## config.mk

```make
export PLATFORM = sky130hd
export DESIGN_NAME = adc_burst_arbiter_flat
export DESIGN_NICKNAME = d
export VERILOG_FILES = /design/src/rtl/adc_burst_arbiter_if.sv /design/src/rtl/adc_burst_arbiter.sv /design/src/flat_wrapper.sv
export SDC_FILE = /design/constraint.sdc
export NUM_CORES = 1
export LEC_CHECK = 0
export ABC_AREA = 1
export CAP_MARGIN = 20
export CORE_ASPECT_RATIO = 0.5
export CORE_UTILIZATION = 48
export DETAILED_ROUTE_END_ITERATION = 6
export PLACE_DENSITY = 0.86
export SKIP_CTS_REPAIR_TIMING = 1
export SLEW_MARGIN = 20
export SYNTH_ARGS = -nofsm -noshare
export SYNTH_HDL_FRONTEND = slang
export SYNTH_SLANG_ARGS = --single-unit
```

## constraint.sdc

```tcl
create_clock -name clk -period 2.7 [get_ports clk]
set_clock_uncertainty 0.05 [all_clocks]
set_input_delay 0.27 -clock clk [delete_from_list [all_inputs] [get_ports clk]]
set_output_delay 0.27 -clock clk [all_outputs]
set_load 0.02 [all_outputs]
```

## src/rtl/adc_burst_arbiter_if.sv

```systemverilog
`default_nettype none
// ---------------------------------------------------------------------------
// adc_burst_arbiter_if : FIFO-side, stream-side and status signals of the
//                        two-channel ADC burst arbiter.
// Revision: 1.0
// ---------------------------------------------------------------------------
interface adc_burst_arbiter_if #(
  parameter int DATA_WIDTH = 16,
  parameter int LVL_WIDTH  = 10
);
  logic                  enable;
  logic                  flush;
  logic                  ovf_clr;
  logic [DATA_WIDTH-1:0] ch0_q;
  logic [DATA_WIDTH-1:0] ch1_q;
  logic                  ch0_empty;
  logic                  ch1_empty;
  logic                  ch0_full;
  logic                  ch1_full;
  logic [LVL_WIDTH-1:0]  ch0_level;
  logic [LVL_WIDTH-1:0]  ch1_level;
  logic                  ch0_re;
  logic                  ch1_re;
  logic [DATA_WIDTH-1:0] out_data;
  logic                  out_valid;
  logic                  out_ready;
  logic                  out_last;
  logic                  busy;
  logic [1:0]            ovf;

  // Arbiter view: owns the stream, the FIFO pops and the status outputs.
  modport master (
    input  enable, flush, ovf_clr,
    input  ch0_q, ch1_q, ch0_empty, ch1_empty, ch0_full, ch1_full,
    input  ch0_level, ch1_level, out_ready,
    output ch0_re, ch1_re, out_data, out_valid, out_last, busy, ovf
  );

  modport slave (
    output enable, flush, ovf_clr,
    output ch0_q, ch1_q, ch0_empty, ch1_empty, ch0_full, ch1_full,
    output ch0_level, ch1_level, out_ready,
    input  ch0_re, ch1_re, out_data, out_valid, out_last, busy, ovf
  );
endinterface
`default_nettype wire

```

## src/rtl/adc_burst_arbiter.sv

```systemverilog
`default_nettype none
// ---------------------------------------------------------------------------
// adc_burst_arbiter : round-robin drain of two FWFT ADC FIFOs into one framed
//                     word stream (header + samples), with flush and overflow.
// Revision: 1.0
// ---------------------------------------------------------------------------
module adc_burst_arbiter #(
  parameter int DATA_WIDTH = 16,
  parameter int LVL_WIDTH  = 10,
  parameter int BURST_LEN  = 32
) (
  input wire clk,
  input wire reset,
  adc_burst_arbiter_if.master bus
);

  localparam logic [1:0] c_IDLE = 2'd0;
  localparam logic [1:0] c_HDR  = 2'd1;
  localparam logic [1:0] c_DATA = 2'd2;

  localparam logic [LVL_WIDTH-1:0] c_BURST_LVL  = LVL_WIDTH'(BURST_LEN);
  localparam logic [7:0]           c_BURST_LEN8 = 8'(BURST_LEN);

  logic [1:0]      state_q, state_d;
  logic            sel_q, sel_d;
  logic [7:0]      len_q, len_d;
  logic [7:0]      cnt_q, cnt_d;
  logic [1:0][5:0] seq_q, seq_d;
  logic            ptr_q, ptr_d;
  logic [1:0]      ovf_q, ovf_d;

  logic [LVL_WIDTH-1:0] w_level [2];
  logic [7:0]           w_len   [2];
  logic [1:0]           w_empty;
  logic [1:0]           w_at_burst;
  logic [1:0]           w_elig;
  logic                 w_grant;

  logic [DATA_WIDTH-1:0] w_out_data;
  logic                  w_out_valid;
  logic                  w_out_last;
  logic                  w_re0;
  logic                  w_re1;

  assign w_level[0] = bus.ch0_level;
  assign w_level[1] = bus.ch1_level;
  assign w_empty    = {bus.ch1_empty, bus.ch0_empty};

  // len never exceeds level, so a granted burst can never underflow its FIFO.
  for (genvar c = 0; c < 2; c++) begin : g_ch
    assign w_at_burst[c] = (w_level[c] >= c_BURST_LVL);
    assign w_elig[c]     = bus.enable && (w_at_burst[c] || (bus.flush && !w_empty[c]));
    assign w_len[c]      = w_at_burst[c] ? c_BURST_LEN8 : w_level[c][7:0];
  end

  // On contention the channel that was not granted last wins.
  assign w_grant = (&w_elig) ? ~ptr_q : w_elig[1];

  always_ff @(posedge clk) begin
    if (reset) begin
      state_q <= c_IDLE;
      sel_q   <= 1'b0;
      len_q   <= 8'd0;
      cnt_q   <= 8'd0;
      seq_q   <= '0;
      ptr_q   <= 1'b1;
      ovf_q   <= 2'b00;
    end else begin
      state_q <= state_d;
      sel_q   <= sel_d;
      len_q   <= len_d;
      cnt_q   <= cnt_d;
      seq_q   <= seq_d;
      ptr_q   <= ptr_d;
      ovf_q   <= ovf_d;
    end
  end

  always_comb begin
    state_d = state_q;
    sel_d   = sel_q;
    len_d   = len_q;
    cnt_d   = cnt_q;
    seq_d   = seq_q;
    ptr_d   = ptr_q;
    // A set in the same cycle as a clear wins.
    ovf_d   = (ovf_q & ~{2{bus.ovf_clr}}) | {bus.ch1_full, bus.ch0_full};
    case (state_q)
      c_IDLE: begin
        if (|w_elig) begin
          sel_d   = w_grant;
          len_d   = w_len[w_grant];
          state_d = c_HDR;
        end
      end
      c_HDR: begin
        if (bus.out_ready) begin
          cnt_d   = len_q;
          state_d = c_DATA;
        end
      end
      c_DATA: begin
        if (bus.out_ready) begin
          cnt_d = cnt_q - 8'd1;
          if (cnt_q == 8'd1) begin
            seq_d[sel_q] = seq_q[sel_q] + 6'd1;
            ptr_d        = sel_q;
            state_d      = c_IDLE;
          end
        end
      end
      default: state_d = c_IDLE;
    endcase
  end

  always_comb begin
    w_out_data  = '0;
    w_out_valid = 1'b0;
    w_out_last  = 1'b0;
    w_re0       = 1'b0;
    w_re1       = 1'b0;
    case (state_q)
      c_HDR: begin
        w_out_valid = 1'b1;
        w_out_data  = {1'b1, sel_q, seq_q[sel_q], len_q};
      end
      c_DATA: begin
        w_out_valid = 1'b1;
        w_out_data  = sel_q ? bus.ch1_q : bus.ch0_q;
        w_out_last  = (cnt_q == 8'd1);
        w_re0       = !sel_q && bus.out_ready;
        w_re1       = sel_q && bus.out_ready;
      end
      default: ;
    endcase
  end

  assign bus.out_data  = w_out_data;
  assign bus.out_valid = w_out_valid;
  assign bus.out_last  = w_out_last;
  assign bus.ch0_re    = w_re0;
  assign bus.ch1_re    = w_re1;
  assign bus.busy      = (state_q != c_IDLE);
  assign bus.ovf       = ovf_q;

endmodule
`default_nettype wire

```

## src/flat_wrapper.sv

```systemverilog
// flat-port wrapper written by rule: the top's interface ports become plain ports
module adc_burst_arbiter_flat 
#(
  parameter int DATA_WIDTH = 16,
  parameter int LVL_WIDTH  = 10,
  parameter int BURST_LEN  = 32
)
  (clk, reset, bus_enable, bus_flush, bus_ovf_clr, bus_ch0_q, bus_ch1_q, bus_ch0_empty, bus_ch1_empty, bus_ch0_full, bus_ch1_full, bus_ch0_level, bus_ch1_level, bus_out_ready, bus_ch0_re, bus_ch1_re, bus_out_data, bus_out_valid, bus_out_last, bus_busy, bus_ovf);
  adc_burst_arbiter_if #(.DATA_WIDTH(DATA_WIDTH), .LVL_WIDTH(LVL_WIDTH)) bus_i ();
  input wire clk;
  input wire reset;
  input wire logic [$bits(bus_i.enable)-1:0] bus_enable;
  input wire logic [$bits(bus_i.flush)-1:0] bus_flush;
  input wire logic [$bits(bus_i.ovf_clr)-1:0] bus_ovf_clr;
  input wire logic [$bits(bus_i.ch0_q)-1:0] bus_ch0_q;
  input wire logic [$bits(bus_i.ch1_q)-1:0] bus_ch1_q;
  input wire logic [$bits(bus_i.ch0_empty)-1:0] bus_ch0_empty;
  input wire logic [$bits(bus_i.ch1_empty)-1:0] bus_ch1_empty;
  input wire logic [$bits(bus_i.ch0_full)-1:0] bus_ch0_full;
  input wire logic [$bits(bus_i.ch1_full)-1:0] bus_ch1_full;
  input wire logic [$bits(bus_i.ch0_level)-1:0] bus_ch0_level;
  input wire logic [$bits(bus_i.ch1_level)-1:0] bus_ch1_level;
  input wire logic [$bits(bus_i.out_ready)-1:0] bus_out_ready;
  output wire logic [$bits(bus_i.ch0_re)-1:0] bus_ch0_re;
  output wire logic [$bits(bus_i.ch1_re)-1:0] bus_ch1_re;
  output wire logic [$bits(bus_i.out_data)-1:0] bus_out_data;
  output wire logic [$bits(bus_i.out_valid)-1:0] bus_out_valid;
  output wire logic [$bits(bus_i.out_last)-1:0] bus_out_last;
  output wire logic [$bits(bus_i.busy)-1:0] bus_busy;
  output wire logic [$bits(bus_i.ovf)-1:0] bus_ovf;
  assign bus_i.enable = bus_enable;
  assign bus_i.flush = bus_flush;
  assign bus_i.ovf_clr = bus_ovf_clr;
  assign bus_i.ch0_q = bus_ch0_q;
  assign bus_i.ch1_q = bus_ch1_q;
  assign bus_i.ch0_empty = bus_ch0_empty;
  assign bus_i.ch1_empty = bus_ch1_empty;
  assign bus_i.ch0_full = bus_ch0_full;
  assign bus_i.ch1_full = bus_ch1_full;
  assign bus_i.ch0_level = bus_ch0_level;
  assign bus_i.ch1_level = bus_ch1_level;
  assign bus_i.out_ready = bus_out_ready;
  assign bus_ch0_re = bus_i.ch0_re;
  assign bus_ch1_re = bus_i.ch1_re;
  assign bus_out_data = bus_i.out_data;
  assign bus_out_valid = bus_i.out_valid;
  assign bus_out_last = bus_i.out_last;
  assign bus_busy = bus_i.busy;
  assign bus_ovf = bus_i.ovf;
  adc_burst_arbiter #(.DATA_WIDTH(DATA_WIDTH), .LVL_WIDTH(LVL_WIDTH), .BURST_LEN(BURST_LEN)) u_core (.clk(clk), .reset(reset), .bus(bus_i));
endmodule
```

# Word-level counts from Yosys, hierarchy flattened
# Index checks and enable logic that the tools add are counted.
# totals
register_bits	34
elab_cells	74
# op_classes
reduce_logical	22
eq_ne	7
magnitude_cmp	5
mux	25
bitwise_logic	5
n_addsub	2
# op_table
operator	n
8-bit two-way mux	7
16-bit one-hot mux with 2 select lines	1
10-bit by 6-bit greater-or-equal comparator with 1-bit output (second input constant)	2
6-bit two-way mux	3
16-bit two-way mux	1
8-bit one-hot mux with 2 select lines	1
12-bit bitwise mux	1
8-bit by 1-bit equality test with 1-bit output (second input constant)	1
2-bit two-way mux	4
8-bit by 1-bit subtractor with 8-bit output (second input constant)	1
1-bit logical AND	7
6-bit by 1-bit adder with 6-bit output (second input constant)	1
6-bit demux with 1-bit select	1
2-bit one-hot mux with 3 select lines	1
3-bit AND reduction	2
1-bit two-way mux	5
2-bit by 1-bit inequality test with 1-bit output (second input constant)	2
2-bit inequality test (second input constant)	2
2-bit AND reduction	2
4-bit AND reduction	1
2-bit nonzero test	2
2-bit OR reduction	2
1-bit logical NOT	3
2-bit bitwise AND	1
11 further kinds	12

# Depth between registers and ports, before layout
# Gate-level depths: netlist of the first run.
# logic_depth
ltp_word	10
mapped_depth	11

# Least setup slack after synthesis of the first run
# No wires, ideal clock.
# synth_timing
path_type	register -> output
from	register u_core.state_q[0]
to	output bus_out_data[14]
path_stages_with_launch	5
slack_ps	895
t_arrival_ps	1485
path_buffers	0
cell_sequence	dfxtp_1 inv_1 ha_1 inv_1 a211oi_1
# synth_between
elab_chain_cells	2
elab_cells_between_ends	3
# synth_rtl
item	line	text
start: declaration	adc_burst_arbiter.sv:24	logic [1:0] state_q, state_d;
start signal: assignment	adc_burst_arbiter.sv:61	state_q <= c_IDLE;
start signal: assignment	adc_burst_arbiter.sv:69	state_q <= state_d;
2-bit equality test / 2-bit by 1-bit equality test with 1-bit output (equally long branches)	adc_burst_arbiter.sv:122	case (state_q)
16-bit one-hot mux with 2 select lines *	adc_burst_arbiter.sv:122	
end: declaration	flat_wrapper.sv:26	output wire logic [$bits(bus_i.out_data)-1:0] bus_out_data;
# Mark *: on every way between the ends. The rest lies on a longest branch, timed or not.

# Worst setup path in the final report of the first run
# layout_timing
from	register u_core.state_q[1]
to	output bus_out_data[14]
# Same word-level chain as after synthesis.

==> results.yml, run 1 <==
detailed_routing:
  vias: 2757
  routed_wl_um: 6840
  viasPerCell: 5.18
  drt-initial-drc-count: 141
  drc: 0
  firstDrtPassIters: 4
  post_drt_wl_per_cell_um: 12.9
  antenna_left: 0
critical_path:
  critPathKind: "register to primary output"
  worstPathMaxFanout: 16
  start_kind: "register"
  cp_data_required_time_ps: 2380
  crit_arrival_ps: 2190
  end_kind: "primary output"
cts:
  clkSinkCount: 34
  worstSkewPairLatency_ps: 280
  clk_pin_slew_ps: 70
  cts_buffer_depth: 2
  cts_tree: "done"
  cts_made_buffers: 5
  htree_num_levels: 2
  root_buffer: "clkbuf_8"
timing:
  maxSlewHeadroom: 0.655
  setup_viol: 0
  hold_viol_final: 0
  finalSetupTns_ps: 0
  fin_crit_sh: 0.931
  drv_slew: 0
  rsz0062_at_grt: "false"
  max_clock_freq_mhz: 398
  period_minus_slack_ps: 2510
  tightest_slew_ps: 517
synthesis:
  synth_xor_area_frac: 0.0152
  ys_seq_area_frac: 0.295
  synthCells: 386
  synth_seq_cells: 34
  avgSynthCellArea_um2: 5.98
  synth_top_family_by_area: "simple AND/OR/NAND/NOR gates"
  yosys.area.top_type: "dfxtp_1"
  synth_compound_area_frac: 0.212
  synthSimpleGateAreaFrac: 0.327
  synthMuxAreaShare: 0
  synth_area_leaders: "dfxtp_1 29%, nand2_1 13%, nor2_1 12%, a21oi_1 9.3%, inv_1 7.8%"
  yosysWarnings: 0
  synth_top_area_frac: 0.295
  synth_cell_types: 27
  synthesis.nets: 454
  synthAdderAreaFrac: 0.0325
  syn-cell-area_um2: 2310
pwr:
  netSwitchingFraction: 0.345
  vdd_drop_max_v: 0.000274
  internal-power_mw: 0.962
  clkPwrFrac: 0.262
  p_switching_mw: 0.507
  power.density_nw_per_um2: 449
  leakagePower_nw: 1.37
  combPwrFrac: 0.356
  pwr-share-seq: 0.382
  total_power_mw: 1.47
run_status:
  status: "completed"
global_route:
  met1_usage: 0.334
  grt_usage: 0.287
  grt_pass1_wl_um: 11600
  grt_max_degree: 29
  grt.met2_usage: 0.541
  grtUsageMet3: 0.0657
  gr-total-overflow: 0
  antenna_found_initial: 0
  grt_pass1_vias: 2744
  grt-busiest-layer: "met2"
place:
  gp_congestion: 0.910
  hpwl_um: 5390
  io_buffers: 84
layout:
  drive_gt1_frac: 0.0494
  n_antenna_cell: 0
  area_growth_pct: 41.7
  final_nets: 533
  layout_common_cells: "84 x clkdlybuf4s50_1, 79 x nand2_1, 71 x nor2_1"
  n_fill_cell: 378
  final_common_cell: "clkdlybuf4s50_1"
die:
  die_area_um2: 5110
  boundaryPins: 85
  initial_core_util: 0.512
  core_um2: 4510
  rows: 17
  die_h_um: 51.0
  die_w_um: 100
flow_run:
  maxCapViolations: 0
hold_path:
  hold_class: "register to register"
## Yosys cell counts (all sizes together)
cell	n
nand2	80
nor2	75
inv	51
a21oi	43
o21ai	43
dfxtp	34
nand3	16
clkbuf	9
buf	7
ha	6
nand3b	5
nor3	4
a211oi	3
nand4	3
xor2	3
o211ai	2
a31oi	1
xnor2	1
## through the flow
stage	util	hold slack [ps]	std cells	instance area [µm²]	setup WS, ps
finish	0.726	408	532	3270	187
global route	0.726	438	532	3270	46.4
CTS	0.726	410	532	3270	173
detailed placement	0.705	401	524	3180	476
global placement	0.705	401	524	3180	596
floorplan	-	337	386	2310	895
## metal layers
layer  routed length [µm]  vias to the layer above
met4                   56                        0
met3                  357                        8
li1                     -                     1391
met2                 3490                       82
met1                 2930                     1276
met5                    0                        -
## worst max-delay path: stages, from the launching register on
cell             delay [ps]
dfxtp_1                 360
inv_1                    80
ha_1                    300
inv_1                   220
a211oi_1                300
clkdlybuf4s50_1         640
## path summary, 6_finish.rpt
path,start,end,slack [ps],cells after the start
worst min register to register,u_core.seq_q[6],u_core.seq_q[6],410,2
worst min-delay path,u_core.seq_q[6],u_core.seq_q[6],410,2
worst max register to register,u_core.state_q[0],u_core.cnt_q[6],640,8
worst max-delay path,u_core.state_q[1],bus_out_data[14],190,5
## state kept, by name (all words and copies together) (netlist names)
name	flops
u_core.state_q	2
u_core.cnt_q	8
u_core.seq_q	12
u_core.sel_q	1
u_core.len_q	8
u_core.bus.ovf	2
u_core.ptr_q	1
## cells by family after synthesis
logic type      Yosys count
fa+ha+maj                 6
compound gates           92
simple gates            183
buf+inv                  67
flops                    34
xor+xnor                  4
## power by group through the flow
stage	sequential, mW	combinational, mW	clock [mW]
CTS	0.561	0.517	0.390
global placement	0.571	0.492	0
global route	0.564	0.581	0.414
detailed placement	0.572	0.514	0
finish	0.561	0.522	0.385
floorplan	0.566	0.311	0
## cell type report
cell class                 instances  area [µm²]  share of cell area
timing repair buffer              88         871               0.266
multi-input combinational        285        1360               0.414
inverter                          51         191              0.0585
clock inverter                     1        5.00             0.00153
clock buffer                       7        86.3              0.0264
tap                               66        82.6              0.0252
sequential                        34         681               0.208
(Power assumes the default switching activity.)
==> run 2: changes to the inputs <==
--- a/config.mk
+++ b/config.mk
@@ -8,6 +8,7 @@
 export ABC_AREA = 1
 export CAP_MARGIN = 20
 export CORE_ASPECT_RATIO = 0.5
+export CORE_MARGIN = 10
 export CORE_UTILIZATION = 48
 export DETAILED_ROUTE_END_ITERATION = 6
 export PLACE_DENSITY = 0.86
==> constraint.sdc (replaced) <==
create_clock -name clk -period 3.2 [get_ports clk]
set_clock_uncertainty 0.05 [all_clocks]
set_input_delay 0.32 -clock clk [delete_from_list [all_inputs] [get_ports clk]]
set_output_delay 0.32 -clock clk [all_outputs]
set_load 0.02 [all_outputs]
==> results.yml, run 2 (synthesized netlist as in run 1, its figures left out) <==
place:
  post-place-ws_ps: 626
  placed_area_um2: 3170
  gp_congestion: 0.892
  dpl.cell_count: 522
  io_buffers: 84
  hpwl_um: 5950
hold_path:
  worstHoldStart: "u_core.seq_q[6]"
  min_path_cells: 2
  holdPathEnd: "u_core.seq_q[6]"
  hold_class: "register to register"
layout:
  ff_latch_area_um2: 681
  area_growth_pct: 41.1
  n_fill_cell: 388
  final_common_cell: "clkdlybuf4s50_1"
  drive_gt1_frac: 0.0453
  top_register: "u_core.seq_q"
  layout.cells.non_filler: 530
  multiInputGateArea_um2: 1360
  postLayoutCellArea_um2: 3260
  n_antenna_cell: 0
  largest_reg_flops: 12
  largest_registers: "u_core.seq_q (12), u_core.cnt_q (8), u_core.len_q (8)"
  final_nets: 531
  layout_common_cells: "84 x clkdlybuf4s50_1, 79 x nand2_1, 71 x nor2_1"
  final_util: 0.722
global_route:
  grt_pass1_wl_um: 12200
  grt_usage: 0.177
  antenna_found_initial: 0
  grt_max_degree: 29
  gr-total-overflow: 0
  grt_pass1_vias: 2495
cts:
  root_buffer: "clkbuf_8"
  clk_pin_slew_ps: 70
  worstSkewPairLatency_ps: 290
  cts_tree: "done"
  htree_num_levels: 2
  clkSinkCount: 34
  cts_buffer_depth: 2
  cts_made_buffers: 5
detailed_routing:
  routed_wl_um: 7420
  antenna_left: 0
  viasPerCell: 5.08
  firstDrtPassIters: 4
  drc: 0
  drt-initial-drc-count: 219
  post_drt_wl_per_cell_um: 14.0
  vias: 2693
die:
  die_area_um2: 8150
  core_um2: 4510
  initial_core_util: 0.512
  die_w_um: 118
  boundaryPins: 85
  rows: 17
  die_h_um: 69.0
pwr:
  total_power_mw: 1.23
  vdd_drop_max_v: 0.000198
  power.density_nw_per_um2: 378
  leakagePower_nw: 1.36
critical_path:
  critPathKind: "register to primary output"
  r2r_slack_ps: 910
  r2r-end: "u_core.cnt_q[7]"
  end_kind: "primary output"
  cp_data_required_time_ps: 2830
  worstRegToRegCells: 8
  start_kind: "register"
  crit_arrival_ps: 2510
  worstPathMaxFanout: 28
  rr_startpoint: "u_core.state_q[0]"
timing:
  whs_ps: 407
  tightest_slew_ps: 577
  max_clock_freq_mhz: 347
  hold_viol_final: 0
  maxSlewHeadroom: 0.616
  period_minus_slack_ps: 2880
  rsz0062_at_grt: "false"
  drv_slew: 0
  setup_viol: 0
  finalSetupTns_ps: 0
  setup_slack_ps: 317
  fin_crit_sh: 0.901
flow_run:
  maxCapViolations: 0
run_status:
  status: "completed"
run 2: worst max-delay path, stage by stage (launching register included):
cell and delay (ps):
dfxtp_1 330, inv_1 80, ha_1 420, inv_2 300
nor2_1 150, o21ai_0 90, a21oi_1 200, clkdlybuf4s50_1 640
run 2: final cells by class:
cell class,count,share of cell area
timing repair buffer,86,0.263
multi-input combinational,285,0.416
clock inverter,1,0.00154
inverter,51,0.0588
clock buffer,7,0.0265
tap,66,0.0254
sequential,34,0.209
run 2: power breakdown:
group / total [mW] / internal, mW / switching (mW) / leakage [nW]
logic: 0.430 / 0.181 / 0.249 / 1.04
registers: 0.472 / 0.451 / 0.0209 / 0.277
clock network: 0.330 / 0.173 / 0.156 / 0.0482
run 2: worst max path at each step:
| stage | cells after the start | start | end |
|---|---|---|---|
| 2_1_floorplan | 4 | u_core.state_q[0] | bus_out_data[14] |
| 3_3_place_gp | 7 | u_core.state_q[0] | bus_out_data[6] |
| 3_5_place_dp | 7 | u_core.state_q[0] | bus_out_data[0] |
| 4_1_cts | 7 | u_core.state_q[0] | bus_out_data[0] |
| 5_1_grt | 7 | u_core.state_q[0] | bus_out_data[8] |
| 6_report | 7 | u_core.state_q[0] | bus_out_data[8] |
run 2: metal layers:
layer  global-route usage  share of wire  vias up
met3               0.0413          0.050       12
met2                0.337           0.55       56
met1                0.191           0.38     1239
met5                    0              0        -
met4               0.0499          0.015        0
li1                     -              -     1386
==> run 3: changes to the inputs <==
--- a/config.mk
+++ b/config.mk
@@ -12,6 +12,7 @@
 export CORE_UTILIZATION = 48
 export DETAILED_ROUTE_END_ITERATION = 6
 export PLACE_DENSITY = 0.86
+export SETUP_SLACK_MARGIN = 0.15
 export SKIP_CTS_REPAIR_TIMING = 1
 export SLEW_MARGIN = 20
 export SYNTH_ARGS = -nofsm -noshare
==> results.yml, run 3 (synthesized netlist as in run 1, its figures left out) <==
place:
  io_buffers: 84
  hpwl_um: 5950
  dpl.cell_count: 522
  placed_area_um2: 3170
  gp_congestion: 0.892
global_route:
  gr-total-overflow: 0
  grt_usage: 0.177
  grt_pass1_vias: 2495
  antenna_found_initial: 0
  grt_pass1_wl_um: 12200
  grt_max_degree: 29
layout:
  layout.cells.non_filler: 530
  final_util: 0.723
  largest_reg_flops: 12
  n_antenna_cell: 0
  final_common_cell: "clkdlybuf4s50_1"
  area_growth_pct: 41.2
  drive_gt1_frac: 0.0474
  largest_registers: "u_core.seq_q (12), u_core.cnt_q (8), u_core.len_q (8)"
  final_nets: 531
  layout_common_cells: "84 x clkdlybuf4s50_1, 79 x nand2_1, 71 x nor2_1"
  top_register: "u_core.seq_q"
  postLayoutCellArea_um2: 3260
detailed_routing:
  antenna_left: 0
  vias: 2687
  drt-initial-drc-count: 218
  drc: 0
  firstDrtPassIters: 4
  post_drt_wl_per_cell_um: 14.0
  viasPerCell: 5.07
  routed_wl_um: 7420
timing:
  max_clock_freq_mhz: 369
  fin_crit_sh: 0.848
  setup_viol: 0
  tightest_slew_ps: 574
  maxSlewHeadroom: 0.617
  period_minus_slack_ps: 2710
  finalSetupTns_ps: 0
  hold_viol_final: 0
  drv_slew: 0
  rsz0062_at_grt: "false"
critical_path:
  crit_arrival_ps: 2340
  start_kind: "register"
  rr_startpoint: "u_core.state_q[1]"
  cp_data_required_time_ps: 2830
  critPathKind: "register to primary output"
  worstRegToRegCells: 8
  worstPathMaxFanout: 28
  r2r_slack_ps: 1050
  r2r-end: "u_core.cnt_q[7]"
  end_kind: "primary output"
die:
  rows: 17
  die_h_um: 69.0
  die_w_um: 118
  core_um2: 4510
  boundaryPins: 85
  initial_core_util: 0.512
  die_area_um2: 8150
cts:
  cts_made_buffers: 5
  htree_num_levels: 2
  cts_tree: "done"
  root_buffer: "clkbuf_8"
  clkSinkCount: 34
  worstSkewPairLatency_ps: 290
  cts_buffer_depth: 2
  clk_pin_slew_ps: 70
hold_path:
  min_path_cells: 2
  holdPathEnd: "u_core.seq_q[6]"
  hold_class: "register to register"
  worstHoldStart: "u_core.seq_q[6]"
pwr:
  internal-power_mw: 0.806
  total_power_mw: 1.23
  vdd_drop_max_v: 0.000198
  power.density_nw_per_um2: 378
  leakagePower_nw: 1.36
  netSwitchingFraction: 0.346
  clkPwrFrac: 0.268
  combPwrFrac: 0.350
  p_switching_mw: 0.427
  pwr-share-seq: 0.383
flow_run:
  maxCapViolations: 0
run_status:
  status: "completed"
[run 3: changes by cell type in the layout (fill, tap and decap cells not counted)]
cell  previous run  this run
ha_2             0         1
ha_1             6         5
[run 3: per-layer routing]
metal / vias to the layer above / GRT usage / share of wire
met5: - / 0 / 0
met4: 0 / 0.0499 / 0.015
met3: 12 / 0.0413 / 0.046
met2: 52 / 0.337 / 0.55
met1: 1237 / 0.191 / 0.39
li1: 1386 / - / -
[run 3: through the flow]
step                      hold slack [ps]  setup WS [ps]
after global placement                388            737
after detailed placement              398            626
after floorplan                       379           1340
final                                 409            488
after global routing                  431            301
after CTS                             409            306
[run 3: cell type report]
cell class | instances | area [µm²]
Sequential cell | 34 | 681
Multi-Input combinational cell | 285 | 1360
Inverter | 51 | 191
Timing Repair Buffer | 86 | 856
Tap cell | 66 | 82.6
Clock inverter | 1 | 5.00
Clock buffer | 7 | 86.3
Fill cell | 386 | 1250
[run 3: worst max-delay path by stage]
stage,start,to,slack [ps],cells after the start
3_3_place_gp,u_core.state_q[0],bus_out_data[6],740,7
4_1_cts,u_core.state_q[0],bus_out_data[0],310,7
3_5_place_dp,u_core.state_q[0],bus_out_data[0],630,7
5_1_grt,u_core.state_q[0],bus_out_data[8],300,7
2_1_floorplan,u_core.state_q[0],bus_out_data[14],1340,4
6_report,u_core.state_q[0],bus_out_data[8],490,7
[run 3: critical path, cell delays in order (launching register included)]
cell             delay, ps
dfxtp_1                330
inv_1                   90
ha_2                   320
inv_2                  240
nor2_1                 140
o21ai_0                 90
a21oi_1                200
clkdlybuf4s50_1        640
[run 3: power by group through the flow]
stage | Sequential [mW] | Clock [mW] | Combinational, mW
2_1_floorplan | 0.477 | 0 | 0.263
4_1_cts | 0.472 | 0.337 | 0.428
5_1_grt | 0.476 | 0.357 | 0.481
3_3_place_gp | 0.481 | 0 | 0.415
6_report | 0.472 | 0.330 | 0.431
3_5_place_dp | 0.481 | 0 | 0.425
